--- config.mk ---
export PLATFORM = sky130hd
export DESIGN_NAME = t05_instr_fetch
export DESIGN_NICKNAME = d
export VERILOG_FILES = /design/src/rtl/t05_instr_fetch.sv
export SDC_FILE = /design/constraint.sdc
export NUM_CORES = 1
export LEC_CHECK = 0
export CORE_UTILIZATION = 28
export CTS_CLUSTER_DIAMETER = 200
export CTS_CLUSTER_SIZE = 20
export DETAILED_ROUTE_END_ITERATION = 10
export GPL_ROUTABILITY_DRIVEN = 0
export MAX_ROUTING_LAYER = met4
export PLACE_DENSITY = 0.6
export SLEW_MARGIN = 15
export SYNTH_ARGS = -nofsm -noshare
export SYNTH_HDL_FRONTEND = slang
export SYNTH_SLANG_ARGS = --single-unit
export TNS_END_PERCENT = 5
--- constraint.sdc ---
create_clock -name clk -period 3.95 [get_ports clk]
set_input_delay 0.79 -clock clk [delete_from_list [all_inputs] [get_ports clk]]
set_output_delay 0.79 -clock clk [all_outputs]
set_load 0.02 [all_outputs]
--- src/rtl/t05_instr_fetch.sv ---
// t05_instr_fetch: instruction-fetch sequencer between the PC and a
// req/ack instruction memory bus. Holds each fetched word for the
// decoder and stalls the PC until the word is accepted.
// Optional feature macro: T05_FETCH_TIMEOUT_EN (REQ-state timeout that
// substitutes NOP_INSTR with fetch_err set).
//
// state | meaning
// IDLE  | waiting for fetch_en; samples pc_val
// REQ   | read request on the bus, waiting for mem_ack
// VALID | instruction held for the decoder until accept or flush

module t05_instr_fetch #(
  parameter int          ADDR_W         = 32,
  parameter int          TIMEOUT_CYCLES = 16,
  parameter logic [31:0] NOP_INSTR      = 32'h0000_0013
) (
  input  logic              clk,
  input  logic              clr,
  input  logic [ADDR_W-1:0] pc_val,
  input  logic              fetch_en,
  input  logic              flush,
  input  logic              dec_ready,
  input  logic              mem_ack,
  input  logic [31:0]       mem_rdata,
  output logic              mem_read,
  output logic [ADDR_W-1:0] mem_addr,
  output logic [31:0]       instr,
  output logic [ADDR_W-1:0] instr_pc,
  output logic              instr_valid,
  output logic              fetch_err,
  output logic              pc_stall
);

  typedef enum logic [1:0] {IDLE = 2'd0, REQ = 2'd1, VALID = 2'd2} state_t;

  state_t            state, state_nxt;
  logic [ADDR_W-1:0] addr_q;
  logic              drop_q;
  logic              misaligned;
  logic              timeout;

  assign misaligned = (pc_val[1:0] != 2'b00);

`ifdef T05_FETCH_TIMEOUT_EN
  logic [7:0] to_cnt;

  // timeout counter: cleared on REQ entry, counts REQ cycles without ack
  always_ff @(posedge clk) begin
    if (clr) begin
      to_cnt <= 8'd0;
    end else if (state == IDLE) begin
      to_cnt <= 8'd0;
    end else if (state == REQ && !mem_ack) begin
      to_cnt <= to_cnt + 8'd1;
    end
  end

  assign timeout = (state == REQ) && !mem_ack && (to_cnt == 8'(TIMEOUT_CYCLES - 1));
`else
  assign timeout = 1'b0;
`endif

  // state register
  always_ff @(posedge clk) begin
    if (clr) state <= IDLE;
    else     state <= state_nxt;
  end

  // next-state decode
  always_comb begin
    state_nxt = state;
    unique case (state)
      IDLE: begin
        if (fetch_en) state_nxt = misaligned ? VALID : REQ;
      end
      REQ: begin
        if (mem_ack || timeout) state_nxt = (drop_q || flush) ? IDLE : VALID;
      end
      VALID: begin
        if (flush || dec_ready) state_nxt = IDLE;
      end
      default: state_nxt = IDLE;
    endcase
  end

  // output decode from state and captured address
  always_comb begin
    mem_read    = (state == REQ);
    mem_addr    = addr_q;
    instr_valid = (state == VALID);
    pc_stall    = !((state == VALID) && dec_ready && !flush);
  end

  // datapath registers: address, held instruction, drop and error flags
  always_ff @(posedge clk) begin
    if (clr) begin
      addr_q    <= '0;
      instr     <= 32'd0;
      instr_pc  <= '0;
      drop_q    <= 1'b0;
      fetch_err <= 1'b0;
    end else begin
      unique case (state)
        IDLE: begin
          if (fetch_en) begin
            addr_q <= pc_val;
            if (misaligned) begin
              instr     <= NOP_INSTR;
              instr_pc  <= pc_val;
              fetch_err <= 1'b1;
            end
          end
        end
        REQ: begin
          if (mem_ack) begin
            drop_q <= 1'b0;
            if (!drop_q && !flush) begin
              instr     <= mem_rdata;
              instr_pc  <= addr_q;
              fetch_err <= 1'b0;
            end
          end else if (timeout) begin
            drop_q <= 1'b0;
            if (!drop_q && !flush) begin
              instr     <= NOP_INSTR;
              instr_pc  <= addr_q;
              fetch_err <= 1'b1;
            end
          end else if (flush) begin
            drop_q <= 1'b1;
          end
        end
        default: ;
      endcase
    end
  end

endmodule
==> results by group <==
Setup path
  – Critical path type: primary input to output pin
  – RR Startpoint: state[0]
  – Slowest CP cell: clkdlybuf4s50_1
  – Crit-path cells: clkdlybuf4s50_1 > nor2_1 > nand2_1 > clkdlybuf4s50_1
  – Crit path required time: between 3000 and 4000 ps
  – Endpoint class of the critical path: output pin
  – Buf/Inv on CP: 2
  – Worst Path Max Fanout: 4
  – Slowest stage delay, CP: roughly 600 ps
  – R2R setup slack: around 1800 ps
  – Crit path max-delay family: buffers and inverters
  – RR Endpoint: instr[19]
  – Crit path DAT: 2110 ps
  – CP Launch Type: primary input
  – Most Frequent Cell on Critical Path: clkdlybuf4s50_1
  – Reg2Reg Depth: 5

Final layout
  – Layout cells sized above 1: 0.102
  – Nets: just over 700
  – # diodes: 0
  – Layout area overhead: 45.9%
  – Final instance area: 0.00666 mm^2
  – FILL cells: between 1500 and 2000

Clocking
  – CTS root buffer: clkbuf_16
  – Clock buffer depth: 2
  – Later-pin clock latency in the skew report: roughly 350 ps
  – Total setup buffers inserted after CTS: 0
  – Post-CTS Resized: 0
  – H-tree lvl count: 3
  – TritonCTS Buffers: 9
  – Clk sinks: 100
  – CTS tree: built
  – # hold bufs at CTS: 0
  – Reg clk slew, reported paths: approximately 70 ps

Worst hold path
  – WHS Endpoint: mem_addr[22]
  – Worst hold start: mem_addr[22]
  – Hold Path Depth: 2
  – Hold/Removal Path Class: register to register

STA
  – Period utilization: 0.735
  – Finish-stage setup viols: 0
  – Slew Limit Fails: 0
  – Slew HR: 0.324
  – Worst slew pin tran: between 1000 and 1500 ps
  – TNS Setup: 0 ps
  – Final Hold Fails: 0
  – Clk_skew: around 5.6 ps
  – RSZ-0062 raised after global routing: false
  – Minimum clock period after layout: a little under 3000 ps
  – PnR worst setup slack: 1050 ps
  – Max Clock Freq: about 340 MHz
  – Final hold slack: around 470 ps

Placed design
  – Post-DP HPWL: roughly 9100 um
  – Post-placement cell area: 0.00636 mm^2
  – Post-Place Setup Slack: 986 ps
  – IO buf count: ~170

Logic synthesis
  – Largest family of logic cells by synthesized area: compound AO/OA/AOI/OAI gates
  – Syn. warnings: 0
  – Synth Area in Compound Gates: 0.220
  – Count of cell types in the netlist: 30
  – Mux contribution to synthesized area: 0.0635
  – Seq cells post-synth: 100
  – XOR/XNOR share of the synthesized area: 0
  – Mean Syn Cell Area: 9.17 um^2
  – Post-synthesis adder-cell area fraction: 0
  – Synthesized area: 0.00457 mm^2
  – Mapped Nets: 568
  – Post-Synthesis Cells: roughly 500
  – Sequential element share of the synthesized area: 0.438
  – Synth Area in Simple Gates: 0.215

Floorplanning
  – Initial Util: 0.288
  – FP Rows: 46
  – Die Ht: 130 um
  – Die width: roughly 130 um
  – Die ar.: 0.0168 mm^2
  – CORE AREA: about 0.016 mm^2
  – IO Pins: between 150 and 200

Global routing
  – All-Layer GR Usage: 0.177
  – Vias in the first global route: roughly 4400
  – First-pass GRT wire length: 22300 um
  – Largest net degree at the start of global routing: about 110
  – Total grt overflow: 0
  – Antenna violations before repair: 0

Power
  – Leakage power figure: 2.36 nW
  – VDD IR max: approximately 0.0002 V
  – Power Density: 385 mW/mm^2
  – Overall power: ~2.6 mW

Flow run
  – Max_cap viols: 0

Route
  – Drt pass-1 iters: 4
  – DRT antenna net count: 0
  – WL per Instance: between 15 and 20 um
  – Residual DRC: 0
  – Vias per inst: about 5.0
  – Via count: roughly 4300
  – Detailed Route WL: between 10000 and 15000 um
  – Iteration-0 DRC Markers: around 170

Status
  – Status: finished clean
-- worst min-delay path, stage by stage (launching register included) --
cell	delay, ps
dfxtp_1	320
nand2_1	50
a21oi_1	50
-- registers in the layout, summed over array words and instances (netlist names) --
register / count
mem_addr: 32
state: 2
instr_pc: 32
fetch_err: 1
drop_q: 1
instr: 32
-- cell type report --
type,instances,area (um^2),share of cell area
Timing Repair Buffer,179,1780,0.267
Sequential cell,100,2000,0.300
Clock buffer,13,260,0.0391
Multi-Input combinational cell,341,2300,0.345
Inverter,3,11.3,0.00169
Clock inverter,3,45.0,0.00676
Tap cell,216,270,0.0406
-- cells in the final DEF, fill, tap and decap left out, types with 2 or more instances in the layout --
master / netlist / final
a211oi_2: 3 / 3
nand2b_1: 31 / 30
clkbuf_1: 23 / 2
nand2_1: 129 / 129
a311oi_1: 5 / 5
nor2_1: 5 / 4
a311oi_2: 27 / 27
a21oi_1: 35 / 35
nand3b_1: 29 / 29
nor3_1: 2 / 2
mux2i_1: 29 / 29
clkinvlp_4: 0 / 2
clkbuf_16: 0 / 9
clkdlybuf4s50_1: 0 / 168
a221oi_1: 35 / 35
inv_1: 2 / 2
buf_4: 8 / 10
dfxtp_1: 100 / 100
clkbuf_8: 0 / 2
-- worst max-delay path by stage --
stage | slack [ps] | start | cells past startpoint | to
after floorplan | 2080 | pc_val[0] | 5 | instr_pc[10]
after global placement | 1020 | pc_val[0] | 6 | state[1]
after detailed placement | 990 | mem_ack | 5 | instr_pc[28]
after CTS | 1050 | flush | 4 | pc_stall
after global routing | 970 | flush | 4 | pc_stall
final | 1050 | flush | 4 | pc_stall
-- through the flow --
step	std cells	utilization
after floorplan	498	-
after global placement	839	0.400
after detailed placement	839	0.400
after CTS	855	0.420
after global routing	855	0.420
final	855	0.420
-- routing by layer --
layer  part of all wire  up-vias  GRT usage
li1                   -     2040          -
met1               0.44     2092      0.207
met2               0.47      146      0.289
met3              0.064       19     0.0435
met4              0.019        0     0.0746
met5                  0        -          -
-- synthesized netlist by cell type (all sizes together) --
library cell / number / area [um^2]
nand2: 129 / 484
dfxtp: 100 / 2000
a21oi: 35 / 175
a221oi: 35 / 307
a311oi: 32 / 449
buf: 31 / 189
nand2b: 31 / 194
mux2i: 29 / 290
nand3b: 29 / 218
clkbuf: 23 / 86.3
nor2: 5 / 18.8
a211oi: 3 / 37.5
inv: 3 / 11.3
nor3: 2 / 10.0
a21boi: 1 / 7.51
a22o: 1 / 8.76
a22oi: 1 / 12.5
and2: 1 / 6.26
and3b: 1 / 8.76
nor3b: 1 / 12.5
nor4b: 1 / 8.76
o21ba: 1 / 10.0
or2: 1 / 6.26
or3: 1 / 6.26
or3b: 1 / 8.76
-- kinds of logic (layout without fill, tap and decap cells) --
family          after synthesis  in the layout
compound gates              109            109
mux                          29             29
simple gates                203            203
flops                       100            100
buf+inv                      57            198
-- power by group --
part,leakage [nW],total [mW],internal (mW),switching (mW)
combinational,1.40,0.545,0.264,0.282
clock,0.142,0.913,0.527,0.386
sequential,0.819,1.11,1.07,0.0415
No activity file was read; power rests on OpenSTA's default activity.
